File: config.mk
export PLATFORM = sky130hd
export DESIGN_NAME = mult_control
export DESIGN_NICKNAME = d
export VERILOG_FILES = /design/src/rtl/mult_pkg.sv /design/src/rtl/mult_control_iter_counter.sv /design/src/rtl/mult_control.sv
export SDC_FILE = /design/constraint.sdc
export NUM_CORES = 1
export LEC_CHECK = 0
export ABC_AREA = 1
export BUFFER_PORTS_ARGS = -buffer_cell sky130_fd_sc_hd__buf_4
export CAP_MARGIN = 20
export CORE_AREA = 4 4 41 43
export CTS_BUF_LIST = sky130_fd_sc_hd__clkbuf_8
export CTS_CLUSTER_DIAMETER = 30
export DETAILED_ROUTE_END_ITERATION = 7
export DIE_AREA = 0 0 45 47
export GPL_TIMING_DRIVEN = 0
export MAX_ROUTING_LAYER = met4
export PLACE_DENSITY = 0.49
export REMOVE_ABC_BUFFERS = 1
export SLEW_MARGIN = 0
export SYNTH_ARGS = -nofsm -noshare
export SYNTH_HDL_FRONTEND = slang
export SYNTH_SLANG_ARGS = --single-unit
File: constraint.sdc
create_clock -name clk -period 2.64 [get_ports clk]
set_input_delay 0.396 -clock clk [delete_from_list [all_inputs] [get_ports clk]]
set_output_delay 0.396 -clock clk [all_outputs]
set_load 0.01 [all_outputs]
File: src/rtl/mult_pkg.sv
// Shared types and defaults for the add/shift multiplier controller.
package mult_pkg;

  localparam int N_BITS_DEFAULT = 8;

  typedef enum logic [2:0] {
    ST_IDLE  = 3'd0,
    ST_CLEAR = 3'd1,
    ST_ADD   = 3'd2,
    ST_SHIFT = 3'd3,
    ST_HOLD  = 3'd4
  } state_e;

endpackage

File: src/rtl/mult_control_iter_counter.sv
// Iteration counter for the multiplier: synchronous clear, increment,
// terminal count at N_BITS-1. Saturates at terminal count so the index
// can never run past the last iteration.
module iter_counter #(
  parameter int N_BITS = 8,
  parameter int ITER_W = 3
) (
  input  logic              clk,
  input  logic              rst_n,
  input  logic              clear_i,
  input  logic              incr_i,
  output logic [ITER_W-1:0] count_o,
  output logic              tc_o
);

  localparam logic [ITER_W-1:0] LAST = ITER_W'(N_BITS - 1);

  logic [ITER_W-1:0] count_q;
  logic [ITER_W-1:0] count_d;

  // Next count: clear wins, increment only below terminal count.
  always_comb begin
    count_d = count_q;
    if (clear_i) begin
      count_d = '0;
    end else if (incr_i && (count_q != LAST)) begin
      count_d = count_q + ITER_W'(1);
    end
  end

  // Count register, cleared asynchronously.
  always_ff @(posedge clk or negedge rst_n) begin
    if (!rst_n) begin
      count_q <= '0;
    end else begin
      count_q <= count_d;
    end
  end

  assign count_o = count_q;
  assign tc_o    = (count_q == LAST);

endmodule

File: src/rtl/mult_control.sv
// Sequencer for an add/shift signed multiplier. Strobes are decoded from
// the registered state so they settle right after posedge and the
// negedge-clocked datapath gets half a cycle of setup.
//
// state    | meaning
// ---------+-----------------------------------------------------------
// ST_IDLE  | waiting for Run; ClearA_LoadB may load B / clear A,X
// ST_CLEAR | run start: clear X and A, reset the iteration index
// ST_ADD   | add (or subtract on last iteration) S when M is set
// ST_SHIFT | shift X:A:B right; advance index or finish
// ST_HOLD  | product valid; wait for Run to drop
module mult_control
  import mult_pkg::*;
#(
  parameter  int N_BITS = N_BITS_DEFAULT,
  localparam int ITER_W = (N_BITS > 1) ? $clog2(N_BITS) : 1
) (
  input  logic              clk,
  input  logic              rst_n,
  input  logic              run_i,
  input  logic              clear_a_load_b_i,
  input  logic              m_i,
  output logic              clr_ld_o,
  output logic              clr_xa_o,
  output logic              add_o,
  output logic              sub_o,
  output logic              shift_o,
  output logic              busy_o,
  output logic              done_o,
  output logic [ITER_W-1:0] iter_o
);

  state_e state_q;
  state_e state_d;

  logic cnt_clear;
  logic cnt_incr;
  logic cnt_tc;
  logic clr_ld;

  iter_counter #(
    .N_BITS (N_BITS),
    .ITER_W (ITER_W)
  ) u_iter_counter (
    .clk     (clk),
    .rst_n   (rst_n),
    .clear_i (cnt_clear),
    .incr_i  (cnt_incr),
    .count_o (iter_o),
    .tc_o    (cnt_tc)
  );

  // Next-state and Moore strobe decode.
  always_comb begin
    state_d   = state_q;
    clr_ld    = 1'b0;
    clr_xa_o  = 1'b0;
    add_o     = 1'b0;
    sub_o     = 1'b0;
    shift_o   = 1'b0;
    busy_o    = 1'b0;
    done_o    = 1'b0;
    cnt_clear = 1'b0;
    cnt_incr  = 1'b0;
    case (state_q)
      ST_IDLE: begin
        clr_ld = clear_a_load_b_i && !run_i;
        if (run_i) begin
          state_d = ST_CLEAR;
        end
      end
      ST_CLEAR: begin
        clr_xa_o  = 1'b1;
        busy_o    = 1'b1;
        cnt_clear = 1'b1;
        state_d   = ST_ADD;
      end
      ST_ADD: begin
        // The multiplier MSB carries negative weight, hence subtract last.
        add_o   = m_i && !cnt_tc;
        sub_o   = m_i && cnt_tc;
        busy_o  = 1'b1;
        state_d = ST_SHIFT;
      end
      ST_SHIFT: begin
        shift_o = 1'b1;
        busy_o  = 1'b1;
        if (cnt_tc) begin
          state_d = ST_HOLD;
        end else begin
          cnt_incr = 1'b1;
          state_d  = ST_ADD;
        end
      end
      ST_HOLD: begin
        done_o = 1'b1;
        if (!run_i) begin
          state_d = ST_IDLE;
        end
      end
      default: begin
        state_d = ST_IDLE;
      end
    endcase
  end

  // Clr_Ld passes the input straight through in IDLE, so it must be
  // masked explicitly while reset is asserted.
  assign clr_ld_o = clr_ld && rst_n;

  // State register, forced to IDLE asynchronously.
  always_ff @(posedge clk or negedge rst_n) begin
    if (!rst_n) begin
      state_q <= ST_IDLE;
    end else begin
      state_q <= state_d;
    end
  end

endmodule

* Word-level counts from Yosys, hierarchy flattened *
Index checks and enable logic that the tools add are counted.

cells by class
  add/sub/neg operators = 1
  equality and inequality tests = 8
  muxes and demuxes = 15
  reductions and logical operators = 11

operators with widths
  cell                 count
  $mux 3               5
  $pmux 3 s5           1
  $mux 1               9
  $eq 3x2->1 const B   2
  $eq 3x3->1 const B   2
  $logic_and 1x1->1    5
  $ne 2x2->1 const B   2
  $add 3x1->3 const B  1
  $eq 3x1->1 const B   1
  $logic_not 3->1      1
  $ne 3x3->1 const B   1
  $reduce_or 3->1      1
  $logic_not 1->1      2
  $reduce_and 2->1     1
  $reduce_bool 2->1    1

word-level totals
  register bits = 6
  bits of input ports = 5
  output and inout port bits = 10
  word-level logic and storage cells = 37

* Longest topological paths before layout *
Gate-level depths: netlist of the first run.

  depth in word-level cells = 6
  mapped depth = 6
  mapped depth without buffers = 6

* Hierarchy *
A second synthesis of the first run with hierarchy kept.

unflattened totals
  cell total of the unflattened synthesis = 52
  area, all modules = 372.9 um^2

modules (own cells, without submodules)
  module        times used  cells each  area each (um^2)  seq. area each (um^2)
  mult_control  1           32          197.7             75.1
  iter_counter  1           20          175.2             75.1

* Worst setup path after synthesis of the first run *
OpenSTA, ideal clock, no wires.

  path type = register -> output
  start = register u_iter_counter.count_q[0], in the netlist u_iter_counter.count_o[0]
  end = output add_o
  data arrival time = 1.141 ns
  required time = 2.244 ns
  slack = 1.103 ns
  stages on the path, launching flop included = 4
  buffers on the path = 0
  path through = dfrtp_1 > ha_1 > ha_1 > nor3_1

between the ends
  word-level cells in the longest chain between the ends = 4

RTL lines
  what                    line                             source
  from (decl)             mult_control_iter_counter.sv:18  logic [ITER_W-1:0] count_q;
  from (signal assigned)  mult_control_iter_counter.sv:36  count_q <= count_d;
  $eq 3x3->1              mult_control_iter_counter.sv:41  assign tc_o = (count_q == LAST);
  $logic_not 1->1         mult_control.sv:80               add_o = m_i && !cnt_tc;
  $logic_and 1x1->1       mult_control.sv:80
  $mux 1                  mult_control.sv:65               case (state_q)
  to (decl)               mult_control.sv:25               output logic add_o,

Every way passes these cells.

* Worst setup path after layout of the first run *
  start = input rst_n
  end = output clr_ld_o

between the ends
  word-level cells in the longest chain between the ends = 1

RTL lines
  what               line                 source
  from (decl)        mult_control.sv:19   input logic rst_n,
  $logic_and 1x1->1  mult_control.sv:109  assign clr_ld_o = clr_ld && rst_n;
  to (decl)          mult_control.sv:23   output logic clr_ld_o,

Every way passes these cells.

==> flow_metrics.py, run 1 <==
metrics = {
    "run_status": {
        "status": "completed",
    },
    "floorplan": {
        "pin_count": 15,
        "initial_core_util": 0.252,
        "rows": 13,
        "core_um2": 1300,
        "fp.dieW_um": 45,
        "die_area_um2": 2120,
        "die_h_um": 47,
    },
    "pwr": {
        "switching_power_mw": 0.206,
        "max-vdd-ir-drop_mv": 0.453,
        "p_leak_nw": 0.271,
        "p_int_mw": 0.339,
        "powerDensity_nw_per_um2": 1080,
        "pwr-share-clk": 0.248,
        "p_comb_frac": 0.431,
        "p_seq_frac": 0.321,
        "sw_frac_of_total": 0.378,
    },
    "clock_network": {
        "clock_sink_count": 6,
        "post_cts_resized": 0,
        "ctsLongestPathBuffers": 2,
        "numCtsBuffers": 3,
        "cts_root_buffer": "clkbuf_8",
        "h-tree-depth": 1,
        "clkTransAtPathRegs_ns": 0.03,
        "clk_latency_ns": 0.22,
        "cts_tree": "done",
    },
    "logic_synthesis": {
        "synth_top_area_frac": 0.458,
        "synth-seq-area-share": 0.458,
        "synthesis.area_um2": 328,
        "yosysUniqueCellTypes": 10,
        "postSynthAreaPerCell_um2": 7.81,
        "ys_ff_latch": 6,
        "synth_area_leaders": "dfrtp_1 46%, nand2_1 14%, nand3_1 9.2%",
        "synth_warnings": 0,
        "netlist_instances": 42,
        "synth.largest_area_cell": "dfrtp_1",
    },
    "cells_and_area": {
        "n_antenna_cell": 0,
        "num-fill-cells": 146,
        "fin_cells": 75,
        "final_area_um2": 503,
        "area_growth_pct": 53.4,
        "drive_gt1_frac": 0.333,
        "nets": 69,
    },
    "grt": {
        "grt_max_degree": 8,
        "overflow": 0,
        "grtUsageTotal": 0.0952,
        "grt_pass1_wl_mm": 1.32,
        "antenna_found_initial": 0,
        "grt_pass1_vias": 308,
    },
    "critical_path": {
        "critPathKind": "primary input to output port",
        "max_stage_delay_ns": 0.53,
        "cp_common_cell": "buf_4",
        "r2r_end": "u_iter_counter.count_o[1]",
        "r2r_start": "u_iter_counter.count_o[0]",
        "crit_start": "rst_n",
        "critPathArrivalTime_ns": 1.45,
        "cp-start-kind": "primary input",
        "crit_path_top_delay_cell": "dlygate4sd3_1",
        "end_kind": "output port",
        "worstPathCellList": "dlygate4sd3_1 -> buf_4 -> nand2_1 -> nor3_1 -> buf_4",
        "reg2reg_depth": 6,
        "crit_path_max_fanout": 7,
        "crit_required_ns": 2.24,
        "r2r_slack_ns": 1.33,
        "endpoint": "clr_ld_o",
    },
    "timing": {
        "worst_pin_slew_ns": 0.253,
        "slew-limit-headroom": 0.831,
        "rsz0062_at_grt": "false",
        "min_period_ns": 1.85,
        "setup-tns-final_ns": 0,
        "slew_violations": 0,
        "setup_viol": 0,
        "fmax_ghz": 0.541,
        "min_period_over_period": 0.700,
        "fin_skew_ns": 0.00232,
        "finalHoldViolCount": 0,
    },
    "detailed_routing": {
        "vias": 329,
        "routed_wl_um": 788,
        "dr.pass1.iters": 4,
        "vias_per_cell": 4.39,
        "drc": 0,
        "ant_nets": 0,
        "drt_iter0_drc": 3,
        "wl_per_cell_um": 10.5,
    },
    "place": {
        "hpwl_um": 600,
        "io_buffers": 14,
        "placedCellCount": 71,
        "place_area_um2": 452,
        "finalWeightedCongestion": 0.657,
    },
    "run": {
        "cap_violations": 0,
    },
    "worst_hold_path": {
        "hp-class": "primary input to flop",
    },
}
## kinds of logic (layout without fill, tap and decap cells)
| kind of cell | Yosys count | after routing | synth area share |
|---|---|---|---|
| and+or+nand+nor | 29 | 29 | 0.408 |
| DFF | 6 | 6 | 0.458 |
| adders and majority gates | 2 | 2 | 0.0763 |
| buffers and inverters | 5 | 23 | 0.0572 |
## worst min path at each step
stage | from | to | slack, ns | cells after the start
6_report | run_i | state_q[2] | 0.45 | 3
5_1_grt | run_i | state_q[2] | 0.48 | 3
4_1_cts | run_i | state_q[2] | 0.44 | 3
3_5_place_dp | rst_n | state_q[2] | 0.21 | 1
3_3_place_gp | rst_n | state_q[2] | 0.21 | 1
2_1_floorplan | rst_n | state_q[0] | 0.10 | 0
## Yosys cell counts
library cell  instances
dfrtp_1               6
nor3_1                6
nand2_2               1
ha_1                  2
nor2_4                1
inv_1                 4
nand2_1              12
nand3_1               6
nor2_1                3
inv_2                 1
## cell usage in the layout (no fill, tap or decap)
master         instances
clkbuf_8               3
nor2_1                 3
nand2_2                1
nor3_1                 6
dlygate4sd3_1          1
inv_1                  4
nand3_1                6
ha_1                   2
nand2_1               12
inv_2                  1
dfrtp_1                6
buf_4                 14
nor2_4                 1
## metrics by stage
step	util	hold slack (ns)	setup WS, ns	total power [mW]
6_report	0.387	0.448	0.793	0.545
5_1_grt	0.387	0.478	0.701	0.600
4_1_cts	0.387	0.444	0.776	0.557
3_5_place_dp	0.347	0.212	1.06	0.415
3_3_place_gp	0.347	0.213	1.05	0.414
2_1_floorplan	-	0.100	1.10	0.306
## layout make-up
class	count	area, um2	share of cell area
inverters	5	18.8	0.0373
well taps	15	18.8	0.0373
repair buffers	15	115	0.229
multi-input cells	31	159	0.316
clock buffers	3	41.3	0.0821
flip-flops and latches	6	150	0.299
## flip-flops by register name, summed over array words and instances, names as in the netlist
register	cells
u_iter_counter.count_o	3
state_q	3
## worst max-delay path: cells and delay by family
family | cells | cell delay, ns
AND/OR/NAND/NOR | 2 | 0.23
buffers and inverters | 3 | 0.84
## metal layers
metal | vias up | part of all wire | GRT usage | routed length, um
li1 | 174 | - | - | -
met1 | 144 | 0.47 | 0.113 | 374
met2 | 9 | 0.44 | 0.119 | 344
met3 | 2 | 0.077 | 0.0268 | 61
met4 | 0 | 0.010 | 0.105 | 8
met5 | - | 0 | - | 0
## repair_timing
action,in CTS,in global routing
hold buffers,1,0
setup buffers,0,0
endpoints found under the hold margin,6,0
## power by group through the flow
stage	clock (mW)	combinational, mW	sequential (mW)
after floorplan	0	0.128	0.178
after global placement	0	0.236	0.177
after detailed placement	0	0.239	0.176
after CTS	0.142	0.240	0.175
after global routing	0.146	0.270	0.184
final	0.135	0.235	0.175
No activity file was read; power rests on OpenSTA's default activity.
==> run 2: changes to the inputs <==
clock period = 1.7 ns   (was 2.64 ns; I/O delays follow)
==> flow_metrics.py, run 2 (synthesis gave the netlist of run 1 again) <==
metrics = {
    "grt": {
        "overflow": 0,
        "grt_pass1_vias": 308,
        "grt_max_degree": 8,
        "grt_pass1_wl_mm": 1.32,
        "grtUsageTotal": 0.0952,
        "antenna_found_initial": 0,
    },
    "place": {
        "place_ws_ns": 0.260,
        "finalWeightedCongestion": 0.657,
        "placedCellCount": 71,
        "io_buffers": 14,
        "hpwl_um": 600,
        "place_area_um2": 452,
    },
    "worst_hold_path": {
        "worstHoldStart": "run_i",
        "min_path_cells": 3,
        "hp-class": "primary input to flop",
        "hold_end": "state_q[2]",
    },
    "cells_and_area": {
        "register_area_um2": 150,
        "final_area_um2": 523,
        "num-fill-cells": 146,
        "multi_input_area_um2": 171,
        "layout_common_cells": "15 x buf_4, 12 x nand2_1, 6 x nor3_1, 6 x nand3_1, 6 x dfrtp_1",
        "fin_cells": 76,
        "drive_gt1_frac": 0.361,
        "area_growth_pct": 59.5,
        "final_common_cell": "buf_4",
        "n_antenna_cell": 0,
        "nets": 70,
    },
    "timing": {
        "worst_slack_ns": 0.115,
        "slew_violations": 0,
        "finalHoldViolCount": 0,
        "fmax_ghz": 0.631,
        "setup_viol": 0,
        "min_period_over_period": 0.932,
        "slew-limit-headroom": 0.832,
        "fin_skew_ns": 0.00205,
        "rsz0062_at_grt": "false",
        "setup-tns-final_ns": 0,
        "worst_pin_slew_ns": 0.252,
        "hold_slack_ns": 0.305,
        "min_period_ns": 1.58,
    },
    "floorplan": {
        "core_um2": 1300,
        "fp.dieW_um": 45,
        "initial_core_util": 0.252,
        "rows": 13,
        "die_area_um2": 2120,
        "pin_count": 15,
        "die_h_um": 47,
    },
    "detailed_routing": {
        "drt_iter0_drc": 2,
        "wl_met2_um": 321,
        "dr.pass1.iters": 4,
        "vias": 337,
        "wl_per_cell_um": 10.6,
        "m1WireLength_um": 370,
        "ant_nets": 0,
        "met3_length_um": 69,
        "dr.max_layer_used": "met4",
        "drc": 0,
        "vias_per_cell": 4.43,
        "routed_wl_um": 806,
    },
    "critical_path": {
        "end_kind": "output port",
        "critPathArrivalTime_ns": 1.33,
        "critPathKind": "flop to output port",
        "r2r_slack_ns": 0.47,
        "reg2reg_depth": 6,
        "crit_path_max_fanout": 4,
        "r2r_end": "u_iter_counter.count_o[1]",
        "crit_required_ns": 1.44,
        "r2r_start": "u_iter_counter.count_o[1]",
        "cp-start-kind": "flop",
    },
    "pwr": {
        "powerDensity_nw_per_um2": 1680,
        "max-vdd-ir-drop_mv": 0.670,
        "p_leak_nw": 0.273,
    },
    "clock_network": {
        "clock_sink_count": 6,
        "cts_root_buffer": "clkbuf_8",
        "clk_latency_ns": 0.22,
        "h-tree-depth": 1,
        "ctsLongestPathBuffers": 2,
        "clkTransAtPathRegs_ns": 0.04,
        "cts_tree": "done",
        "numCtsBuffers": 3,
    },
    "run": {
        "cap_violations": 0,
    },
    "run_status": {
        "status": "completed",
    },
}
-- run 2: cell types whose count changed in the layout (fill, tap and decap cells not counted), sizes merged --
cell  delta
buf      +1
-- run 2: worst max-delay path by stage --
stage,from,end,slack [ns],depth (start not counted)
CTS,u_iter_counter.count_o[0],sub_o,0.02,5
finish,u_iter_counter.count_o[1],sub_o,0.12,5
global route,u_iter_counter.count_o[1],sub_o,0.02,5
global placement,u_iter_counter.count_o[0],sub_o,0.25,5
detailed placement,u_iter_counter.count_o[0],sub_o,0.26,5
floorplan,u_iter_counter.count_o[0],add_o,0.30,3
-- run 2: worst max-delay path, cell delays in order, from the launching register on --
cell and delay [ns]:
dfrtp_1 0.36, ha_1 0.19, ha_4 0.15, inv_1 0.08
nor3_1 0.18, buf_4 0.15
-- run 2: final cells by class --
| class | instances | share of cell area |
|---|---|---|
| tap | 15 | 0.0359 |
| timing repair buffer | 16 | 0.234 |
| multi-input combinational | 31 | 0.328 |
| inverter | 5 | 0.0359 |
| sequential | 6 | 0.287 |
| clock buffer | 3 | 0.0789 |
-- run 2: routing by layer --
metal	track usage	up-vias
met5	-	-
met4	0.105	0
met3	0.0268	4
met2	0.119	12
met1	0.113	145
li1	-	176
-- run 2: stage by stage --
stage          power, mW  utilization
6_report           0.878        0.402
5_1_grt            0.964        0.402
3_3_place_gp       0.642        0.347
4_1_cts            0.866        0.387
2_1_floorplan      0.475            -
3_5_place_dp       0.644        0.347
-- run 2: repair_timing --
item	CTS	global route
hold buffers	1	0
endpoints found under the setup margin	0	2
gates resized for setup	0	2
endpoints found under the hold margin	6	0
buffers inserted	0	1
-- run 2: power breakdown --
part / switching (mW) / internal, mW / total (mW)
logic: 0.203 / 0.193 / 0.396
registers: 0.0698 / 0.201 / 0.271
clock network: 0.0586 / 0.152 / 0.210
